==> config.mk <==
export PLATFORM = sky130hd
export DESIGN_NAME = mem_arb_2p
export DESIGN_NICKNAME = d
export VERILOG_FILES = /design/src/rtl/mem_arb_pkg.sv /design/src/rtl/mem_arb_pick.sv /design/src/rtl/mem_arb_2p.sv
export SDC_FILE = /design/constraint.sdc
export NUM_CORES = 1
export LEC_CHECK = 0
export ABC_AREA = 1
export BUFFER_PORTS_ARGS = -buffer_cell sky130_fd_sc_hd__buf_4
export CAP_MARGIN = 5
export CORE_MARGIN = 2
export CORE_UTILIZATION = 41
export CTS_CLUSTER_DIAMETER = 50
export DETAILED_ROUTE_END_ITERATION = 8
export PLACE_DENSITY = 0.78
export SETUP_SLACK_MARGIN = 0.02
export SKIP_LAST_GASP = 1
export SLEW_MARGIN = 20
export SYNTH_ARGS = -nofsm -noshare
export SYNTH_HDL_FRONTEND = slang
export SYNTH_HIERARCHICAL = 1
export SYNTH_SLANG_ARGS = --single-unit
export TNS_END_PERCENT = 1
==> constraint.sdc <==
create_clock -name clk -period 1.28 [get_ports clk]
set_input_delay 0.064 -clock clk [delete_from_list [all_inputs] [get_ports clk]]
set_output_delay 0.064 -clock clk [all_outputs]
set_load 0.02 [all_outputs]
==> src/rtl/mem_arb_pkg.sv <==
// Shared types for the two-port memory arbiter: default widths, FSM state
// encoding and the latched request record.
package mem_arb_pkg;

  localparam int ADDR_W_DEF = 4;
  localparam int DATA_W_DEF = 32;

  typedef enum logic [1:0] {
    IDLE  = 2'd0,
    ISSUE = 2'd1,
    CAPT  = 2'd2,
    RESP  = 2'd3
  } state_e;

  typedef struct packed {
    logic                  wr;
    logic [ADDR_W_DEF-1:0] addr;
    logic [DATA_W_DEF-1:0] wdata;
    logic                  port;
  } req_t;

endpackage

==> src/rtl/mem_arb_pick.sv <==
// Winner select for the two request ports. Round-robin when MEM_ARB_RR_EN is
// defined, otherwise fixed priority with port 0 highest.
module mem_arb_pick (
  input  logic [1:0] req_valid_i,
  input  logic       last_grant_i,
  output logic       any_o,
  output logic       winner_o
);

  assign any_o = |req_valid_i;

`ifdef MEM_ARB_RR_EN
  // On contention hand the grant to whichever port did not win last time.
  assign winner_o = (&req_valid_i) ? ~last_grant_i
                                   : (req_valid_i[1] & ~req_valid_i[0]);
`else
  logic unused_last_grant;
  assign unused_last_grant = last_grant_i;
  assign winner_o = req_valid_i[1] & ~req_valid_i[0];
`endif

endmodule

==> src/rtl/mem_arb_2p.sv <==
// Two-port arbiter/sequencer for the 16x32 single-port memory; one request in
// flight at a time. Arbitration mode selected by MEM_ARB_RR_EN (see mem_arb_pick).
//
// state | meaning
// IDLE  | waiting for a request; req_ready to the winner, latch it
// ISSUE | one-cycle memory enable (write or read) with latched addr/data
// CAPT  | read only: memory output valid, captured at end of cycle
// RESP  | one-cycle rsp_valid pulse to the requesting port
module mem_arb_2p
  import mem_arb_pkg::*;
#(
  parameter int ADDR_W = ADDR_W_DEF,
  parameter int DATA_W = DATA_W_DEF
) (
  input  logic                clk,
  input  logic                rst,
  input  logic [1:0]          req_valid,
  input  logic [1:0]          req_wr,
  input  logic [2*ADDR_W-1:0] req_addr,
  input  logic [2*DATA_W-1:0] req_wdata,
  output logic [1:0]          req_ready,
  output logic [1:0]          rsp_valid,
  output logic [DATA_W-1:0]   rsp_rdata,
  output logic [DATA_W-1:0]   mem_d_in,
  output logic [ADDR_W-1:0]   mem_addr,
  output logic                mem_en_wr,
  output logic                mem_en_rd,
  input  logic [DATA_W-1:0]   mem_d_out
);

  state_e              state_q, state_d;
  req_t                req_q, req_d;
  logic                last_grant_q, last_grant_d;
  logic                en_wr_q, en_wr_d;
  logic                en_rd_q, en_rd_d;
  logic [1:0]          rsp_valid_q, rsp_valid_d;
  logic [DATA_W-1:0]   rsp_rdata_q, rsp_rdata_d;

  logic any_req;
  logic winner;

  mem_arb_pick u_pick (
    .req_valid_i  (req_valid),
    .last_grant_i (last_grant_q),
    .any_o        (any_req),
    .winner_o     (winner)
  );

  always_comb begin
    state_d      = state_q;
    req_d        = req_q;
    last_grant_d = last_grant_q;
    en_wr_d      = 1'b0;
    en_rd_d      = 1'b0;
    rsp_valid_d  = '0;
    rsp_rdata_d  = '0;
    req_ready    = '0;
    unique case (state_q)
      IDLE: begin
        // rst gating keeps ready low while the block is held in reset
        if (any_req && rst) begin
          req_ready[winner] = 1'b1;
          req_d.wr    = req_wr[winner];
          req_d.addr  = winner ? req_addr[2*ADDR_W-1:ADDR_W] : req_addr[ADDR_W-1:0];
          req_d.wdata = winner ? req_wdata[2*DATA_W-1:DATA_W] : req_wdata[DATA_W-1:0];
          req_d.port  = winner;
          last_grant_d = winner;
          en_wr_d     = req_wr[winner];
          en_rd_d     = ~req_wr[winner];
          state_d     = ISSUE;
        end
      end
      ISSUE: begin
        if (req_q.wr) begin
          rsp_valid_d[req_q.port] = 1'b1;
          state_d = RESP;
        end else begin
          state_d = CAPT;
        end
      end
      CAPT: begin
        rsp_valid_d[req_q.port] = 1'b1;
        rsp_rdata_d = mem_d_out;
        state_d     = RESP;
      end
      RESP: state_d = IDLE;
      default: state_d = IDLE;
    endcase
  end

  always_ff @(posedge clk or negedge rst) begin
    if (!rst) begin
      state_q      <= IDLE;
      req_q        <= '0;
      last_grant_q <= 1'b1;
      en_wr_q      <= 1'b0;
      en_rd_q      <= 1'b0;
      rsp_valid_q  <= '0;
      rsp_rdata_q  <= '0;
    end else begin
      state_q      <= state_d;
      req_q        <= req_d;
      last_grant_q <= last_grant_d;
      en_wr_q      <= en_wr_d;
      en_rd_q      <= en_rd_d;
      rsp_valid_q  <= rsp_valid_d;
      rsp_rdata_q  <= rsp_rdata_d;
    end
  end

  assign mem_addr  = req_q.addr;
  assign mem_d_in  = req_q.wdata;
  assign mem_en_wr = en_wr_q;
  assign mem_en_rd = en_rd_q;
  assign rsp_valid = rsp_valid_q;
  assign rsp_rdata = rsp_rdata_q;

endmodule

==> Implementation_results.wiki, run 1 <==
{| class="wikitable"
! Metric !! Value
|-
| Run status || finished, violations left
|-
| Failing checks || negative setup slack
|-
| Max FO, Critical Path || 3
|-
| Setup repair after global routing missed its margin || true
|-
| Overall die area || roughly 9400 um2
|-
| # H-tree levels || 3
|-
| Aggregate global routing overflow || 0
|-
| Leakage power figure || 3.40 nW
|-
| CP max stage cell || sky130_fd_sc_hd__dfrtp_1
|-
| Routed metal-1 wire length || about 3800 um
|-
| Leading cell type in the layout, fill and taps excluded || sky130_fd_sc_hd__nand2_1
|-
| Number of endpoints with negative hold slack in the final report || 0
|-
| CP cell instances || inv_2 > ha_4 > inv_2 > nor2_4 > buf_6 > nand2_4 > inv_2 > buf_6
|-
| Total clock sinks || between 70 and 80
|-
| Root Buffer || sky130_fd_sc_hd__clkbuf_8
|-
| Worst path max stage delay || 0.41 ns
|-
| Wire length of the first global-routing pass || approximately 17000 um
|-
| Synthesized instance count || ~450
|-
| Gr usage total || 22.3%
|-
| Kind of launch point of the worst setup path || register
|-
| Normalized max-slew margin || a little under three fifths
|-
| Vias in the first global route || between 3000 and 4000
|-
| TritonCTS clock tree || yes
|-
| Final core utilization || between 60% and 70%
|-
| Final worst hold slack || 0.00636 ns
|-
| Die Y-Extent || 97.0 um
|-
| CP most frequent cell || sky130_fd_sc_hd__inv_2
|-
| Remaining antenna violation count after routing || 0
|-
| Antenna violations before repair || 0
|-
| Endpoint arrival time on the critical path || approximately 1.5 ns
|-
| Buf+Inv Stages, Crit Path || 5
|-
| Core region area || about 8300 um2
|-
| Hold/Removal Path Class || primary input to register
|-
| Synthesis-to-finish area growth || 56.2%
|-
| Max IR drop VDD || around 1.1 mV
|-
| Top-Level Pins || between 150 and 200
|-
| Clock slew at reported path FFs || around 0.090 ns
|-
| Placed Area || between 4000 and 5000 um2
|-
| Synthesized netlist net count || around 570
|-
| Type of the worst setup path || register to output port
|-
| Count of standard-cell rows || 33
|-
| Post-route worst setup slack || -0.233 ns
|-
| Effective utilization at floorplan || 42.7%
|-
| Max Cap Viol || 0
|-
| Share of post-route cells with drive strength above 1 || between 30% and 40%
|-
| Max Transition Viols Final || 0
|-
| Clock Path Buffers || 2
|-
| Yosys warning total || 6
|-
| Power Density || 1950 nW/um2
|-
| Iteration-0 DRC Markers || 96
|-
| Final Skew || 0.0132 ns
|-
| I/O Buffers || 183
|-
| Top cell family by delay on the critical path || flip-flops
|-
| Met2 Routed Length || 5290 um
|-
| Post-layout min period || approximately 1.5 ns
|-
| Cell area after synthesis || between 3000 and 4000 um2
|-
| WP data required || between 1 and 1.5 ns
|-
| Final clock period utilization by the worst path || 118%
|-
| Placer congestion estimate || roughly 0.8
|-
| Horiz. Die Dim || just under 100 um
|-
| Most frequent cells in the layout || 262 x sky130_fd_sc_hd__nand2_1, 195 x sky130_fd_sc_hd__buf_4, 76 x sky130_fd_sc_hd__dfrtp_1, 38 x sky130_fd_sc_hd__dlygate4sd3_1, 37 x sky130_fd_sc_hd__inv_1
|-
| Total Nets Final || 762
|-
| Met3 routed wirelength || 940 um
|-
| Routed wire length || slightly above 10000 um
|-
| Worst skew pair latency || between 0.3 and 0.4 ns
|-
| Total inserted antenna cells || 0
|-
| Residual DRC || 0
|-
| DR vias || 3397
|-
| Kind of end point of the critical path || output port
|-
| Pin slew with the least headroom to its limit || between 0.6 and 0.7 ns
|-
| Peak clock frequency supported by timing || roughly 0.66 GHz
|-
| HPWL Detailed || roughly 6500 um
|-
| CTS buffer count || 9
|-
| Average routed wire per standard cell || around 13 um
|-
| First drt pass iteration count || 4
|-
| Highest layer used for signal routing || met4
|-
| Mean Syn Cell Area || 7.82 um2
|-
| Setup-failing EPs final || 34
|-
| Final total negative setup slack || -1.55 ns
|-
| Maximum number of pins on one net before global-route repair || 77
|-
| DR vias/cell || 4.48
|-
| Final design area excluding fillers || approximately 5500 um2
|}
## worst reg2reg max path: stages (launching register included)
cell	delay [ns]
sky130_fd_sc_hd__dfrtp_1	0.41
sky130_fd_sc_hd__buf_4	0.14
sky130_fd_sc_hd__buf_4	0.13
sky130_fd_sc_hd__ha_1	0.19
sky130_fd_sc_hd__nand2_1	0.06
sky130_fd_sc_hd__inv_1	0.03
sky130_fd_sc_hd__o21ai_1	0.23
sky130_fd_sc_hd__nor2_1	0.09
## path summary, 6_finish.rpt
| kind | cells past startpoint | slack [ns] | from | end |
|---|---|---|---|---|
| max in group asynchronous | 3 | 0.60 | rst | mem_d_in[24] |
| min in group asynchronous | 3 | 0.35 | rst | mem_addr[3] |
| setup / recovery | 8 | -0.23 | state_q[0] | req_ready[1] |
| setup reg to reg | 7 | -0.12 | state_q[0] | rsp_valid[0] |
| hold reg to reg | 2 | 0.47 | mem_d_in[10] | mem_d_in[10] |
| hold / removal | 5 | 0.006 | req_addr[3] | mem_addr[3] |
## layout make-up
cell class	instances	area, um2
Clock inverter	5	108
Sequential cell	76	1900
Inverter	43	161
Tap cell	105	131
Timing Repair Buffer	239	1950
Multi-Input combinational cell	279	1130
Fill cell	675	2770
Clock buffer	11	151
## what timing repair did
| item | in CTS | in global routing |
|---|---|---|
| resized for setup | 7 | 1 |
| hold endpoints to repair | 112 | 0 |
| pin swaps | 2 | 0 |
| setup endpoints to repair | 42 | 76 |
| hold buffers | 38 | 0 |
| setup buffers | 5 | 0 |
## report_power, final
part	leakage [nW]	internal, mW	switching (mW)	total [mW]
clock network	0.130	1.41	0.903	2.31
registers	0.988	3.26	0.431	3.69
logic	2.28	2.11	2.69	4.79
total	3.40	6.78	4.02	10.8
## flip-flops by register name, summed over array words and instances (netlist names)
signal	cells
mem_addr	4
mem_d_in	32
mem_en_rd	1
mem_en_wr	1
req_q	2
rsp_rdata	32
rsp_valid	2
state_q	2
## metal layers
| layer | vias to the layer above | track usage, % |
|---|---|---|
| met3 | 15 | 8.24 |
| met5 | - | 0 |
| li1 | 1671 | - |
| met4 | 0 | 7.58 |
| met1 | 1574 | 23.2 |
| met2 | 137 | 41.0 |
## through the flow
step	power (mW)	std cells	worst slack, ns
after floorplan	6.75	453	0.0234
after global placement	8.09	699	-0.00996
after detailed placement	8.24	699	-0.0591
after CTS	10.8	758	-0.233
after global routing	11.5	758	-0.289
final	10.8	758	-0.233
Power figures use the tool's default switching activity.
==> run 2: changes to the inputs <==
==> constraint.sdc (replaced) <==
create_clock -name clk -period 1.28 [get_ports clk]
set_input_delay 0.384 -clock clk [delete_from_list [all_inputs] [get_ports clk]]
set_output_delay 0.384 -clock clk [all_outputs]
set_load 0.02 [all_outputs]
==> Implementation_results.wiki, run 2 (synthesis results as in run 1) <==
{| class="wikitable"
! Metric !! Value
|-
| Run status || finished, violations left
|-
| Failing checks || negative setup slack
|-
| Leakage power figure || 3.22 nW (-5.3%)
|-
| Post-layout min period || 1.75 ns (+0.233 ns)
|-
| Average routed wire per standard cell || 11.5 um (-14%)
|-
| Power Density || 1950 nW/um2 (-0.11%)
|-
| Leading cell type in the layout, fill and taps excluded || sky130_fd_sc_hd__nand2_1
|-
| Maximum number of pins on one net before global-route repair || 77 (unchanged)
|-
| DR vias/cell || 4.39 (-2.1%)
|-
| Normalized max-slew margin || 39.9% (-17 points)
|-
| Share of post-route cells with drive strength above 1 || 37.8% (+2.9 points)
|-
| Max Transition Viols Final || 0 (unchanged)
|-
| Depth of the most critical reg-to-reg path || 8 (+1)
|-
| Total Nets Final || 732 (-3.9%)
|-
| Synthesis-to-finish area growth || 44.0%
|-
| Clock Path Buffers || 2 (unchanged)
|-
| Clock slew at reported path FFs || 0.08 ns (about the same)
|-
| Worst skew pair latency || 0.33 ns (-0.02 ns)
|-
| Root Buffer || sky130_fd_sc_hd__clkbuf_8
|-
| Type of the worst setup path || register to output port
|-
| Max FO, Critical Path || 3 (unchanged)
|-
| Remaining antenna violation count after routing || 0 (unchanged)
|-
| Total inserted antenna cells || 0 (unchanged)
|-
| DR vias || 3189 (-6.1%)
|-
| First drt pass iteration count || 4 (unchanged)
|-
| DP Worst Slack || -0.278 ns (-0.218 ns)
|-
| Endpoint arrival time on the critical path || 1.36 ns (-0.09 ns)
|-
| Peak clock frequency supported by timing || 0.573 GHz (-13%)
|-
| Placed Area || 4850 um2 (+0.36%)
|-
| Kind of end point of the critical path || output port
|-
| HPWL Detailed || 6410 um (-1.3%)
|-
| Setup-failing EPs final || 74 (+120%)
|-
| Max Cap Viol || 0 (unchanged)
|-
| Final Skew || 0.00944 ns (-0.00372 ns)
|-
| Kind of launch point of the worst setup path || register
|-
| Gr usage total || 18.3% (-4.0 points)
|-
| Most frequent cells in the layout || 262 x sky130_fd_sc_hd__nand2_1, 206 x sky130_fd_sc_hd__buf_4, 76 x sky130_fd_sc_hd__dfrtp_1, 37 x sky130_fd_sc_hd__inv_1, 9 x sky130_fd_sc_hd__clkbuf_8
|-
| # H-tree levels || 3 (unchanged)
|-
| Number of endpoints with negative hold slack in the final report || 0 (unchanged)
|-
| Final design area excluding fillers || 5100 um2 (-7.8%)
|-
| Iteration-0 DRC Markers || 99 (+3.1%)
|-
| Effective utilization at floorplan || 42.7% (unchanged)
|-
| Hold_buf cts || 0 (-100%)
|-
| Final clock period utilization by the worst path || 136% (+18 points)
|-
| Vias in the first global route || 3226 (-11%)
|-
| Die Y-Extent || 97.0 um (unchanged)
|-
| Final core utilization || 61.5% (-5.2 points)
|-
| Wire length of the first global-routing pass || 14200 um (-16%)
|-
| Core region area || 8300 um2 (unchanged)
|-
| Area taken by flip-flops and latches || 1900 um2 (unchanged)
|-
| Placer congestion estimate || 0.811 (+1.8%)
|-
| Post-route worst setup slack || -0.466 ns (-0.233 ns)
|-
| Antenna violations before repair || 0 (unchanged)
|-
| Count of standard-cell rows || 33 (unchanged)
|-
| Setup repair after global routing missed its margin || true
|-
| I/O Buffers || 183 (unchanged)
|-
| TritonCTS clock tree || yes
|-
| WP data required || 0.90 ns (-0.32 ns)
|-
| Overall die area || 9400 um2 (unchanged)
|-
| Pin slew with the least headroom to its limit || 0.901 ns (+0.256 ns)
|-
| Max IR drop VDD || 1.19 mV (+4.0%)
|-
| Residual DRC || 0 (unchanged)
|-
| Total clock sinks || 76 (unchanged)
|-
| Horiz. Die Dim || 97.0 um (unchanged)
|-
| Aggregate global routing overflow || 0 (unchanged)
|-
| Multi-input gate area || 1130 um2 (-0.44%)
|-
| Hold Path Cell Cnt || 3 (-2)
|-
| Routed wire length || 8330 um (-18%)
|-
| CTS buffer count || 9 (unchanged)
|-
| Fill cells || 736 (+9.0%)
|-
| Top-Level Pins || 184 (unchanged)
|-
| Hold/Removal Path Class || primary input to register
|}
run 2: changes by cell type in the layout (fill, tap and decap cells not counted), moves of 2 or more:
cell                            delta
sky130_fd_sc_hd__dlygate4sd3_1    -38
sky130_fd_sc_hd__buf_4            +11
sky130_fd_sc_hd__buf_12            -3
sky130_fd_sc_hd__bufinv_16         -2
sky130_fd_sc_hd__clkbuf_8          -2
sky130_fd_sc_hd__clkinv_2          +2
run 2: power breakdown:
part	leakage [nW]	total (mW)	internal, mW	switching, mW
registers	0.988	3.66	3.26	0.396
logic	2.13	4.55	1.99	2.56
clock network	0.0955	1.74	0.893	0.844
total	3.22	9.95	6.14	3.80
run 2: worst paths after layout:
kind	startpoint	to	slack [ns]
worst max-delay path	state_q[1]	req_ready[0]	-0.47
worst min register to register	req_q[0]	rsp_valid[0]	0.44
worst min-delay path	mem_d_out[22]	rsp_rdata[22]	0.23
min in group asynchronous	rst	rsp_rdata[22]	0.29
worst max register to register	state_q[0]	rsp_rdata[0]	-0.20
max in group asynchronous	rst	mem_d_in[14]	0.42
run 2: layer usage:
metal  vias up  track usage [%]  share of wire, %
li1       1606                -                 -
met1      1442             20.2                38
met2       130             31.6                50
met3        11             8.16                11
met4         0             5.74               1.1
met5         -                0                 0
run 2: per-stage QoR:
step	setup TNS, ns	power (mW)	std cells	hold slack, ns
3_5_place_dp	-6.85	8.19	705	0.425
4_1_cts	-6.54	10.0	723	0.210
2_1_floorplan	-0.433	6.80	453	0.0884
6_report	-10.68	9.95	727	0.228
5_1_grt	-18.19	10.7	727	0.216
3_3_place_gp	-4.92	8.04	705	0.425
run 2: what timing repair did:
action / in CTS / in global routing
endpoints found under the hold margin: 0 / 0
pin swaps: 3 / 2
setup endpoints to repair: 92 / 147
resized for setup: 2 / 2
setup buffers: 3 / 4
run 2: layout make-up:
type                       instances  area share, %
clock buffer                       9           2.43
clock inverter                     6           1.28
inverter                          43           3.16
multi-input combinational        279           22.1
sequential                        76           37.3
tap                              105           2.58
timing repair buffer             209           31.2
run 2: critical path: stages, from the launching register on:
cell and delay, ns:
sky130_fd_sc_hd__dfrtp_1 0.39, sky130_fd_sc_hd__inv_2 0.09, sky130_fd_sc_hd__ha_4 0.14, sky130_fd_sc_hd__inv_2 0.04, sky130_fd_sc_hd__nor2_4 0.11, sky130_fd_sc_hd__inv_2 0.07
sky130_fd_sc_hd__nor2_4 0.07, sky130_fd_sc_hd__buf_6 0.12
==> run 3: changes to the inputs <==
--- a/config.mk
+++ b/config.mk
@@ -13,6 +13,7 @@
 export CTS_CLUSTER_DIAMETER = 50
 export DETAILED_ROUTE_END_ITERATION = 8
 export PLACE_DENSITY = 0.78
+export REMOVE_ABC_BUFFERS = 1
 export SETUP_SLACK_MARGIN = 0.02
 export SKIP_LAST_GASP = 1
 export SLEW_MARGIN = 20
==> Implementation_results.wiki, run 3 (synthesis results as in run 1) <==
{| class="wikitable"
! Metric !! Value
|-
| Total clock sinks || 76 (unchanged)
|-
| Final worst hold slack || 0.227 ns (-0.00185 ns)
|-
| Leakage power figure || 3.19 nW (-0.80%)
|-
| Normalized max-slew margin || 39.6% (-0.26 points)
|-
| Total inserted antenna cells || 0 (unchanged)
|-
| Fill cells || 731 (-0.68%)
|-
| Gr usage total || 18.9% (+0.64 points)
|-
| Max FO, Critical Path || 3 (unchanged)
|-
| Post-route worst setup slack || -0.499 ns (-0.0327 ns)
|-
| Root Buffer || sky130_fd_sc_hd__clkbuf_8
|-
| Top-Level Pins || 184 (unchanged)
|-
| Max Transition Viols Final || 0 (unchanged)
|-
| Final Skew || 0.00705 ns (-0.00239 ns)
|-
| Final total negative setup slack || -12.53 ns (-1.85 ns)
|-
| Antenna violations before repair || 0 (unchanged)
|-
| Run status || finished, violations left
|-
| # H-tree levels || 3 (unchanged)
|-
| Synthesis-to-finish area growth || 42.6%
|-
| Effective utilization at floorplan || 42.7% (unchanged)
|-
| Vias in the first global route || 3224 (-0.062%)
|-
| Aggregate global routing overflow || 0 (unchanged)
|-
| CP cell instances || inv_2 > ha_4 > inv_2 > nor2_4 > nand2_1 > inv_1 > buf_4
|-
| Clock Path Buffers || 2 (unchanged)
|-
| Peak clock frequency supported by timing || 0.562 GHz (-1.8%)
|-
| Final core utilization || 60.8% (-0.60 points)
|-
| Type of the worst setup path || register to output port
|-
| Share of post-route cells with drive strength above 1 || 37.0% (-0.79 points)
|-
| Pin slew with the least headroom to its limit || 0.905 ns (+0.00395 ns)
|-
| Power Density || 1950 nW/um2 (about the same)
|-
| TritonCTS clock tree || yes
|-
| Post-layout min period || 1.78 ns (+0.0327 ns)
|-
| Number of endpoints with negative hold slack in the final report || 0 (unchanged)
|-
| Failing checks || negative setup slack
|-
| Top cell family by delay on the critical path || flip-flops
|-
| Residual DRC || 0 (unchanged)
|-
| Kind of end point of the critical path || output port
|-
| Iteration-0 DRC Markers || 46 (-54%)
|-
| DR vias || 3125 (-2.0%)
|-
| Count of standard-cell rows || 33 (unchanged)
|-
| Endpoint arrival time on the critical path || 1.40 ns (+0.04 ns)
|-
| HPWL Detailed || 6500 um (+1.5%)
|-
| Max Cap Viol || 0 (unchanged)
|-
| Setup-failing EPs final || 77 (+4.1%)
|-
| Max IR drop VDD || 1.16 mV (-2.4%)
|-
| Routed wire length || 8680 um (+4.1%)
|-
| Kind of launch point of the worst setup path || register
|-
| Setup repair after global routing missed its margin || true
|-
| Remaining antenna violation count after routing || 0 (unchanged)
|-
| Leading cell type in the layout, fill and taps excluded || sky130_fd_sc_hd__nand2_1
|-
| CTS buffer count || 9 (unchanged)
|-
| Overall die area || 9400 um2 (unchanged)
|-
| Die Y-Extent || 97.0 um (unchanged)
|-
| Placer congestion estimate || 0.803 (-1.1%)
|-
| Wire length of the first global-routing pass || 14600 um (+2.6%)
|-
| Average routed wire per standard cell || 12.0 um (+4.6%)
|-
| Maximum number of pins on one net before global-route repair || 77 (unchanged)
|-
| Placed Area || 4810 um2 (-0.72%)
|-
| I/O Buffers || 183 (unchanged)
|-
| Core region area || 8300 um2 (unchanged)
|-
| WP data required || 0.90 ns (about the same)
|-
| Worst path max stage delay || 0.40 ns (about the same)
|-
| Hold/Removal Path Class || primary input to register
|-
| Worst skew pair latency || 0.34 ns (about the same)
|-
| CP most frequent cell || sky130_fd_sc_hd__inv_2
|-
| DR vias/cell || 4.32 (-1.6%)
|-
| First drt pass iteration count || 6 (+2)
|-
| Horiz. Die Dim || 97.0 um (unchanged)
|-
| Final design area excluding fillers || 5050 um2 (-0.98%)
|-
| Final clock period utilization by the worst path || 139% (+2.6 points)
|-
| Most frequent cells in the layout || 263 x sky130_fd_sc_hd__nand2_1, 203 x sky130_fd_sc_hd__buf_4, 76 x sky130_fd_sc_hd__dfrtp_1, 38 x sky130_fd_sc_hd__inv_1, 9 x sky130_fd_sc_hd__clkbuf_8
|-
| Buf+Inv Stages, Crit Path || 4 (unchanged)
|-
| Clock slew at reported path FFs || 0.08 ns (about the same)
|-
| Total Nets Final || 728 (-0.55%)
|-
| CP max stage cell || sky130_fd_sc_hd__dfrtp_1
|}
==> run 3: power breakdown <==
group          switching, mW  internal (mW)
clock network          0.890          0.721
logic                   2.61           1.96
registers              0.396           3.26
==> run 3: area by class of cell <==
cell class                      instances  area, um2  share of cell area, %
Sequential cell                        76       1900                   37.7
Timing Repair Buffer                  205       1560                   30.8
Multi-Input combinational cell        279       1120                   22.3
Inverter                               43        161                   3.20
Tap cell                              105        131                   2.60
Clock buffer                           10        128                   2.53
Clock inverter                          6       47.5                  0.942
==> run 3: stage by stage <==
step	power (mW)	instances	setup WS (ns)
2_1_floorplan	5.91	398	-1.36
3_3_place_gp	8.01	703	-0.275
3_5_place_dp	8.15	703	-0.347
4_1_cts	9.93	723	-0.533
5_1_grt	10.6	724	-0.582
6_report	9.84	724	-0.499
==> run 3: what timing repair did <==
item                                    in CTS  in global routing
buffers inserted                             4                  1
endpoints found under the setup margin     102                149
gates resized for setup                      7                  0
hold endpoints to repair                     0                  0
hold buffers                                 0                  0
cloned                                       0                  0
pin swaps                                    3                  1
==> run 3: path summary, 6_finish.rpt <==
path | startpoint | cells after the start | slack [ns] | to
max in group asynchronous | rst | 2 | 0.42 | mem_d_in[30]
setup / recovery | state_q[1] | 7 | -0.50 | req_ready[1]
setup reg to reg | state_q[0] | 8 | -0.23 | rsp_rdata[7]
hold reg to reg | req_q[0] | 1 | 0.43 | rsp_valid[0]
min in group asynchronous | rst | 2 | 0.29 | mem_d_in[17]
hold / removal | mem_d_out[15] | 3 | 0.23 | rsp_rdata[15]
==> run 3: tightest hold or removal path, stage by stage <==
cell	delay, ns
sky130_fd_sc_hd__buf_4	0.07
sky130_fd_sc_hd__nand2_1	0.04
sky130_fd_sc_hd__inv_1	0.04
==> run 3: layer usage <==
metal	global-route usage [%]	vias up	part of all wire, %
li1	-	1596	-
met1	20.8	1391	39
met2	32.6	133	48
met3	10.0	5	12
met4	3.90	0	0.92
met5	0	-	0
